File: src/rtl/lcd_refresh_driver.sv
// HD44780-style 8-bit bus driver: runs the power-up init once, then rewrites both
// 16-character lines whenever the supplied row text differs from what is displayed.
module lcd_refresh_driver #(
  parameter int POWERUP_CYC = 200000,
  parameter int EN_CYC      = 10,
  parameter int CMD_CYC     = 500,
  parameter int CLR_CYC     = 20000
) (
  input  logic         clk,
  input  logic         nRst,
  input  logic [127:0] row_1,
  input  logic [127:0] row_2,
  output logic         lcd_en,
  output logic         lcd_rw,
  output logic         lcd_rs,
  output logic [7:0]   lcd_data,
  output logic         busy,
  output logic         frame_done
);

  localparam int WAIT_MAX = (CMD_CYC > CLR_CYC) ? CMD_CYC : CLR_CYC;
  localparam int WR_MAX   = 1 + EN_CYC + WAIT_MAX;
  localparam int CNT_MAX  = (POWERUP_CYC > WR_MAX) ? POWERUP_CYC : WR_MAX;
  localparam int CW       = $clog2(CNT_MAX) + 1;

  // A write primitive ends on count EN_CYC + wait, giving 1 + EN_CYC + wait clocks.
  localparam logic [CW-1:0] PWR_LAST = CW'(POWERUP_CYC - 1);
  localparam logic [CW-1:0] EN_LAST  = CW'(EN_CYC);
  localparam logic [CW-1:0] CMD_LAST = CW'(EN_CYC + CMD_CYC);
  localparam logic [CW-1:0] CLR_LAST = CW'(EN_CYC + CLR_CYC);

  typedef enum logic [2:0] {
    PWR_WAIT, INIT, IDLE, L1_ADDR, L1_CHAR, L2_ADDR, L2_CHAR, DONE
  } state_t;

  state_t         state, state_n;
  logic [CW-1:0]  cnt, cnt_n;
  logic [3:0]     idx, idx_n;
  logic [127:0]   snap_1, snap_1_n, snap_2, snap_2_n;
  logic           dirty, dirty_n;
  logic           wr_state, wr_state_n, wr_last;
  logic           en_n, rs_n, busy_n, done_n;
  logic [7:0]     data_n;
  logic [6:0]     char_hi;

  always_ff @(posedge clk or negedge nRst) begin
    if (!nRst) begin
      state      <= PWR_WAIT;
      cnt        <= '0;
      idx        <= '0;
      snap_1     <= '0;
      snap_2     <= '0;
      dirty      <= 1'b1;
      lcd_en     <= 1'b0;
      lcd_rs     <= 1'b0;
      lcd_data   <= 8'h00;
      busy       <= 1'b1;
      frame_done <= 1'b0;
    end else begin
      state      <= state_n;
      cnt        <= cnt_n;
      idx        <= idx_n;
      snap_1     <= snap_1_n;
      snap_2     <= snap_2_n;
      dirty      <= dirty_n;
      lcd_en     <= en_n;
      lcd_rs     <= rs_n;
      lcd_data   <= data_n;
      busy       <= busy_n;
      frame_done <= done_n;
    end
  end

  // Bus outputs are decoded from the next state so they are registered yet aligned with it.
  always_comb begin
    state_n  = state;
    cnt_n    = cnt;
    idx_n    = idx;
    snap_1_n = snap_1;
    snap_2_n = snap_2;
    dirty_n  = dirty;
    en_n     = 1'b0;
    rs_n     = 1'b0;
    data_n   = 8'h00;
    char_hi  = 7'd127;

    wr_state = (state == INIT) || (state == L1_ADDR) || (state == L1_CHAR) ||
               (state == L2_ADDR) || (state == L2_CHAR);
    wr_last  = (state == INIT && idx == 4'd3) ? (cnt == CLR_LAST) : (cnt == CMD_LAST);

    if (wr_state) begin
      cnt_n = wr_last ? '0 : cnt + 1'b1;
    end

    case (state)
      PWR_WAIT: begin
        if (cnt == PWR_LAST) begin
          state_n = INIT;
          cnt_n   = '0;
          idx_n   = '0;
        end else begin
          cnt_n = cnt + 1'b1;
        end
      end
      INIT: begin
        if (wr_last) begin
          if (idx == 4'd3) begin
            state_n = IDLE;
            idx_n   = '0;
            dirty_n = 1'b1;
          end else begin
            idx_n = idx + 4'd1;
          end
        end
      end
      IDLE: begin
        if (dirty || (row_1 != snap_1) || (row_2 != snap_2)) begin
          snap_1_n = row_1;
          snap_2_n = row_2;
          dirty_n  = 1'b0;
          state_n  = L1_ADDR;
          cnt_n    = '0;
          idx_n    = '0;
        end
      end
      L1_ADDR: begin
        if (wr_last) begin
          state_n = L1_CHAR;
          idx_n   = '0;
        end
      end
      L1_CHAR: begin
        if (wr_last) begin
          if (idx == 4'd15) begin
            state_n = L2_ADDR;
            idx_n   = '0;
          end else begin
            idx_n = idx + 4'd1;
          end
        end
      end
      L2_ADDR: begin
        if (wr_last) begin
          state_n = L2_CHAR;
          idx_n   = '0;
        end
      end
      L2_CHAR: begin
        if (wr_last) begin
          if (idx == 4'd15) begin
            state_n = DONE;
            idx_n   = '0;
          end else begin
            idx_n = idx + 4'd1;
          end
        end
      end
      DONE:    state_n = IDLE;
      default: state_n = PWR_WAIT;
    endcase

    wr_state_n = (state_n == INIT) || (state_n == L1_ADDR) || (state_n == L1_CHAR) ||
                 (state_n == L2_ADDR) || (state_n == L2_CHAR);
    char_hi    = 7'd127 - {idx_n, 3'b000};

    case (state_n)
      INIT: begin
        case (idx_n)
          4'd0:    data_n = 8'h38;
          4'd1:    data_n = 8'h0C;
          4'd2:    data_n = 8'h06;
          default: data_n = 8'h01;
        endcase
      end
      L1_ADDR: data_n = 8'h80;
      L1_CHAR: begin
        rs_n   = 1'b1;
        data_n = snap_1_n[char_hi -: 8];
      end
      L2_ADDR: data_n = 8'hC0;
      L2_CHAR: begin
        rs_n   = 1'b1;
        data_n = snap_2_n[char_hi -: 8];
      end
      default: begin
        rs_n   = 1'b0;
        data_n = 8'h00;
      end
    endcase

    en_n   = wr_state_n && (cnt_n != '0) && (cnt_n <= EN_LAST);
    busy_n = !((state_n == IDLE) || (state_n == DONE));
    done_n = (state_n == DONE);
  end

  assign lcd_rw = 1'b0;

endmodule

File: config.mk
export PLATFORM = sky130hd
export DESIGN_NAME = lcd_refresh_driver
export DESIGN_NICKNAME = d
export VERILOG_FILES = /design/src/rtl/lcd_refresh_driver.sv
export SDC_FILE = /design/constraint.sdc
export NUM_CORES = 1
export LEC_CHECK = 0
export BUFFER_PORTS_ARGS = -buffer_cell sky130_fd_sc_hd__clkbuf_2
export CORE_MARGIN = 1
export CORE_UTILIZATION = 45
export CTS_CLUSTER_DIAMETER = 60
export DETAILED_ROUTE_END_ITERATION = 6
export HOLD_SLACK_MARGIN = 0.15
export PLACE_DENSITY = 0.68
export SYNTH_ARGS = -nofsm -noshare
export SYNTH_HDL_FRONTEND = slang
export SYNTH_SLANG_ARGS = --single-unit
File: constraint.sdc
create_clock -name clk -period 3.9 [get_ports clk]
set_input_delay 0 -clock clk [delete_from_list [all_inputs] [get_ports clk]]
set_output_delay 0 -clock clk [all_outputs]
set_load 0.005 [all_outputs]
Word level (Yosys, flattened, before mapping)
Index checks and enable logic that the tools add are counted.
- register bits after elaboration: 295
- output and inout port bits: 13
- logic and storage cells: 102
- $add $sub $neg: 3
- $lt $le $gt $ge: 1
- equal/unequal tests: 26
- shift-type cells: 2
- muxes and demuxes: 36
- reductions and logical operators: 23
- operators with widths (operator ; number):
    $mux W128 ; 4
    $shiftx A135 B8 Y8 ; 2
    $ne A128 B128 Y1 ; 2
    $mux W19 ; 4
    $pmux W8 S5 ; 1
    $pmux W19 S2 ; 1
    $mux W3 ; 10
    $mux W4 ; 7
    $eq A3 B3 Y1 const B ; 8
    $pmux W3 S8 ; 1
    $pmux W4 S5 ; 1
    $add A19 B1 Y19 const B ; 1
    $eq A19 B15 Y1 const B ; 1
    $eq A19 B18 Y1 const B ; 1
    $eq A19 B9 Y1 const B ; 1
    $le A19 B4 Y1 const B ; 1
    $reduce_bool A19 Y1 ; 1
    $pmux W6 S3 ; 1
    $eq A3 B2 Y1 const B ; 4
    $logic_or A1 B1 Y1 ; 11
    $eq A4 B2 Y1 const B ; 2
    $sub A7 B7 Y7 const A ; 1
    $eq A3 B1 Y1 const B ; 2
    $reduce_or A2 Y1 ; 3
    other kinds (13) ; 20

Longest topological paths before layout
- depth in word-level cells: 12
- mapped depth: 17
- gate-level depth less buffers: 14

Worst setup path before layout
OpenSTA, ideal clock, no wires.
- path type: flip-flop to flip-flop
- from: reg idx[0]
- to: reg lcd_data[4]
- setup time: 0.136 ns
- data arrival time: 3.590 ns
- required time: 3.764 ns
- slack: 0.174 ns
- stages on the path, launching flop included: 15
- path through: dfrtp_1 -> ha_1 -> or3b_2 -> or4_1 -> o32ai_4 -> o211ai_1 -> a22oi_1 -> o31ai_4 -> or2_4 -> buf_6 -> buf_2 -> o22ai_1 -> nand2_1 -> a311oi_1 -> a221oi_2
- cells in the longest elaborated chain, start to end: 8
- elaborated cells between the ends (all ways): 35
- classes of those cells: add/sub: 2; eq/ne: 9; shift: 2; mux: 20; reduce/logical: 2
- RTL lines (item ; RTL line ; source):
    start, declared ; 38 ; logic [3:0] idx, idx_n;
    start signal, assigned ; 62 ; idx <= idx_n;
    branches (longest 7 deep; another with $sub A7 B7 Y7) ; - ;
    $pmux W8 S5 (*) ; 166 ; case (state_n)
    via data_n[4] ; 43 ; logic [7:0] data_n;
    end signal, assigned ; 68 ; lcd_data <= data_n;
    end, declared ; 16 ; output logic [7:0] lcd_data,
Mark *: on every way through the listed nets, which the timed path passes.
A chain may end at the register's enable or synchronous reset.

Final worst setup path
- from: reg snap_1[92]
- to: reg lcd_data[1]
- cells in the longest elaborated chain, start to end: 8
- elaborated cells between the ends (all ways): 24
- classes of those cells: add/sub: 1; eq/ne: 8; shift: 2; mux: 10; reduce/logical: 3
- RTL lines (item ; RTL line ; source):
    start, declared ; 39 ; logic [127:0] snap_1, snap_1_n, snap_2, snap_2_n;
    start signal, assigned ; 63 ; snap_1 <= snap_1_n;
    $ne A128 B128 Y1 ; 117 ; if (dirty || (row_1 != snap_1) || (row_2 != snap_2)) begin
    $logic_or A1 B1 Y1 (2 in series) ; 117 ;
    $mux W4 ; 117 ;
    $pmux W4 S5 ; 95 ; case (state)
    $sub A7 B7 Y7 (tied with other cells) ; 164 ; char_hi = 7'd127 - {idx_n, 3'b000};
    $shiftx A135 B8 Y8 (tied with other cells) ; 183 ; data_n = snap_2_n[char_hi -: 8];
    $pmux W8 S5 (*) ; 166 ;
    via data_n[1] ; 43 ;
Mark *: on every way through the listed nets, which the timed path passes. The rest lies on a longest branch.

==> impl_metrics.py <==
metrics = {
    "critical_path": {
        "r2r_end": "lcd_data[1]",
        "cp_max_fo": 8,
        "r2r-start": "snap_1[92]",
        "endpoint_kind": "register",
        "max_stage_delay_ps": 530,
        "cpMaxStageDelayCell": "or4_4",
        "crit_chain": "xnor2_2, buf_4, nand4_1, nor4_4, buf_4, nand4_1, or4_4, buf_6, o21ai_4, buf_6, buf_6, buf_12, mux2i_2, o32ai_1, or4_1, a21oi_2, o32ai_2",
        "rrSetupSlack_ps": -360,
        "critPathArrivalTime_ps": 4700,
        "endpoint": "lcd_data[1]",
        "crit_type": "register to register",
        "required_ps": 4340,
        "setup.worst_path.start": "snap_1[92]",
        "crit_path_frequent_cell": "buf_6",
        "r2r_cells": 17,
        "crit_path_start_kind": "register",
    },
    "synthesis": {
        "synth_flop_cell": "dfrtp_1",
        "yosysTopAreaCell": "dfrtp_1",
        "yosys_warnings": 0,
        "synth_seq_cells": 295,
        "synth_common_cells": "749 x nand2_1, 293 x dfrtp_1, 127 x xnor2_1",
        "seq_area_frac_synth": 0.387,
        "synth.distinct_cells": 86,
        "synth_enable_flop_cells": 0,
        "synth_area_leaders": "dfrtp_1 38%, nand2_1 15%, xnor2_1 5.8%",
        "synth_nets": 2646,
        "synthArstFlopShare": 1.00,
        "yosys.cell_count.top_type": "nand2_1",
        "netlist_area_um2": 19100,
        "synth_top_area_share": 0.384,
        "syn_area_per_cell_um2": 8.01,
        "syn_inst": 2385,
    },
    "final_layout": {
        "nets": 3548,
        "fillers": 3241,
        "final_core_util": 0.696,
        "drive_gt1_frac": 0.281,
        "syn2layout_area_growth_pct": 52.9,
        "final_cells": 3856,
    },
    "global_routing": {
        "grt_pass1_vias": 22715,
        "grt_pass1_wl_um": 149000,
        "grt_max_degree": 60,
        "overflow": 0,
        "grt_antenna_before_repair": 4,
        "track_usage": 0.472,
    },
    "sta": {
        "min_period_ps": 4260,
        "hold_violations": 0,
        "setup_viol": 9,
        "fin_crit_sh": 1.09,
        "finalClockSkew_ps": 20.5,
        "worst_slack_ps": -357,
        "timing.fmax_ghz": 0.235,
        "fin_tns_setup_ps": -2490,
        "rsz0062_at_grt": "true",
        "slew_viol_final": 0,
        "slew_headroom": 0.550,
        "worstMarginPinSlew_ps": 674,
    },
    "drt": {
        "route.detailed.drc": 0,
        "vias": 23294,
        "routed_via_density": 6.04,
        "drt-initial-drc-count": 3400,
        "ant_nets": 0,
        "drt-total-wl_um": 103000,
        "drt_first_pass_iters": 6,
        "routedWlPerCell_um": 26.8,
    },
    "pwr": {
        "power_mw": 8.49,
        "netSwitchingFraction": 0.276,
        "power_density_nw_per_um2": 291,
        "clkPwrFrac": 0.454,
        "p_switching_mw": 2.35,
        "ir_worst_vdd_v": 0.000304,
        "combPwrFrac": 0.162,
        "p_int_mw": 6.14,
        "seqPwrFrac": 0.384,
        "p_leak_nw": 13.8,
    },
    "floorplan": {
        "rows": 75,
        "core_um2": 41900,
        "dieArea_um2": 43300,
        "start_util": 0.455,
        "die_width_um": 208,
        "dieHeight_um": 208,
        "io_pins": 271,
    },
    "clock_network": {
        "cts-htree-levels": 2,
        "clkTransAtPathRegs_ps": 60,
        "insertion_delay_ps": 570,
        "root_buffer": "clkbuf_16",
        "numCtsBuffers": 40,
        "tritoncts": "built",
        "cts_max_path_buffers": 3,
        "cts_num_sinks": 295,
    },
    "outcome": {
        "violations": "setup timing",
        "status": "finished with violations",
    },
    "hold_path": {
        "hold_class": "primary input to register",
    },
    "placed_design": {
        "placed_cells": 3483,
        "detailed_place_hpwl_um": 75100,
        "portBuffers": 269,
        "gpl.final_weighted_congestion": 1.09,
    },
    "flow_run": {
        "maxCapViolCount": 0,
    },
}
## layout make-up
class / count / area (µm²) / area share
Antenna cell: 1 / 2.50 / 0.0000857
Clock buffer: 56 / 1160 / 0.0398
Clock inverter: 15 / 186 / 0.00638
Inverter: 83 / 312 / 0.0107
Multi-Input combinational cell: 1864 / 11300 / 0.388
Sequential cell: 295 / 7390 / 0.253
Tap cell: 539 / 674 / 0.0231
Timing Repair Buffer: 1003 / 8150 / 0.279
## metal layers
metal | vias up | global-route usage | part of all wire
met2 | 1655 | 0.712 | 0.43
li1 | 10074 | - | -
met4 | 6 | 0.260 | 0.069
met3 | 397 | 0.120 | 0.11
met5 | - | 0 | 0.00037
met1 | 11162 | 0.619 | 0.39
## how the worst min path moves through the flow
stage,to,startpoint,cells past startpoint
after floorplan,cnt[0],nRst,0
after global placement,cnt[9],nRst,1
after detailed placement,cnt[8],nRst,1
after CTS,snap_2[68],row_2[68],4
after global routing,snap_2[3],row_2[3],4
final,snap_2[16],row_2[16],4
## through the flow
step / hold WS, ps / area [µm²] / setup WS (ps)
final: 198 / 29200 / -357
after global routing: 231 / 29200 / -401
after CTS: 184 / 28900 / -117
after detailed placement: 125 / 24200 / -864
after global placement: 123 / 24200 / -885
after floorplan: -296 / 19100 / 174
## worst max-delay path: cells and delay by family, from the launching register on
family                 cells  cell delay [ps]
AND/OR/NAND/NOR            5             1860
buffers and inverters      6              850
AO/OA/AOI/OAI              4              570
flip-flops                 1              400
multiplexers               1              230
XOR/XNOR                   1              180
## cells in the final DEF, fill, tap and decap left out, types with 8 or more instances in the layout
cell,n
nand2_1,747
buf_4,415
dfrtp_1,292
clkbuf_2,268
dlygate4sd3_1,258
xnor2_1,121
o21ai_0,96
nor2b_1,83
inv_1,81
nand3_1,63
nand2b_1,61
mux2i_1,59
nor2_1,57
a21oi_1,56
or4_1,45
nand4_1,44
clkbuf_16,41
buf_12,39
o22ai_1,35
nor4_1,29
a2111o_1,26
mux2_2,24
o211ai_1,22
nor3_1,21
o41a_1,21
o2111ai_1,19
buf_6,17
a21o_1,13
or3_1,10
and3_1,9
o21ai_1,8
a21oi_2,8
clkbuf_8,8
## registers in the layout, summed over array words and instances, names as in the netlist, 3 cells and up
signal and count:
idx 4, cnt 19, snap_2 128, state 3, lcd_data 8, snap_1 128
## power by group through the flow
stage / Combinational [mW] / Sequential [mW] / Clock [mW]
global placement: 1.07 / 3.30 / 0
global route: 1.43 / 3.27 / 3.97
CTS: 1.31 / 3.25 / 3.87
floorplan: 0.370 / 3.29 / 0
finish: 1.38 / 3.26 / 3.85
detailed placement: 1.07 / 3.30 / 0
## kinds of logic (layout without fill, tap and decap cells)
group	Yosys count	in the layout	share of synthesized area
AO/OA/AOI/OAI	410	410	0.155
XOR/XNOR	134	134	0.0614
adder cells (fa/ha/maj)	3	3	0.00196
buffers and inverters	226	1157	0.0492
flip-flops	295	295	0.387
multiplexers	94	94	0.0513
other	1	2	0.000196
AND/OR/NAND/NOR	1222	1222	0.294
## what timing repair did
| item | 4_1_cts | 5_1_grt |
|---|---|---|
| setup buffers | 17 | 23 |
| setup endpoints to repair | 188 | 9 |
| pin swaps | 21 | 26 |
| cloned | 5 | 0 |
| resized for setup | 97 | 37 |
| hold endpoints to repair | 467 | 0 |
| hold buffers | 259 | 0 |
Note: power is estimated with default switching activity, not from simulation.
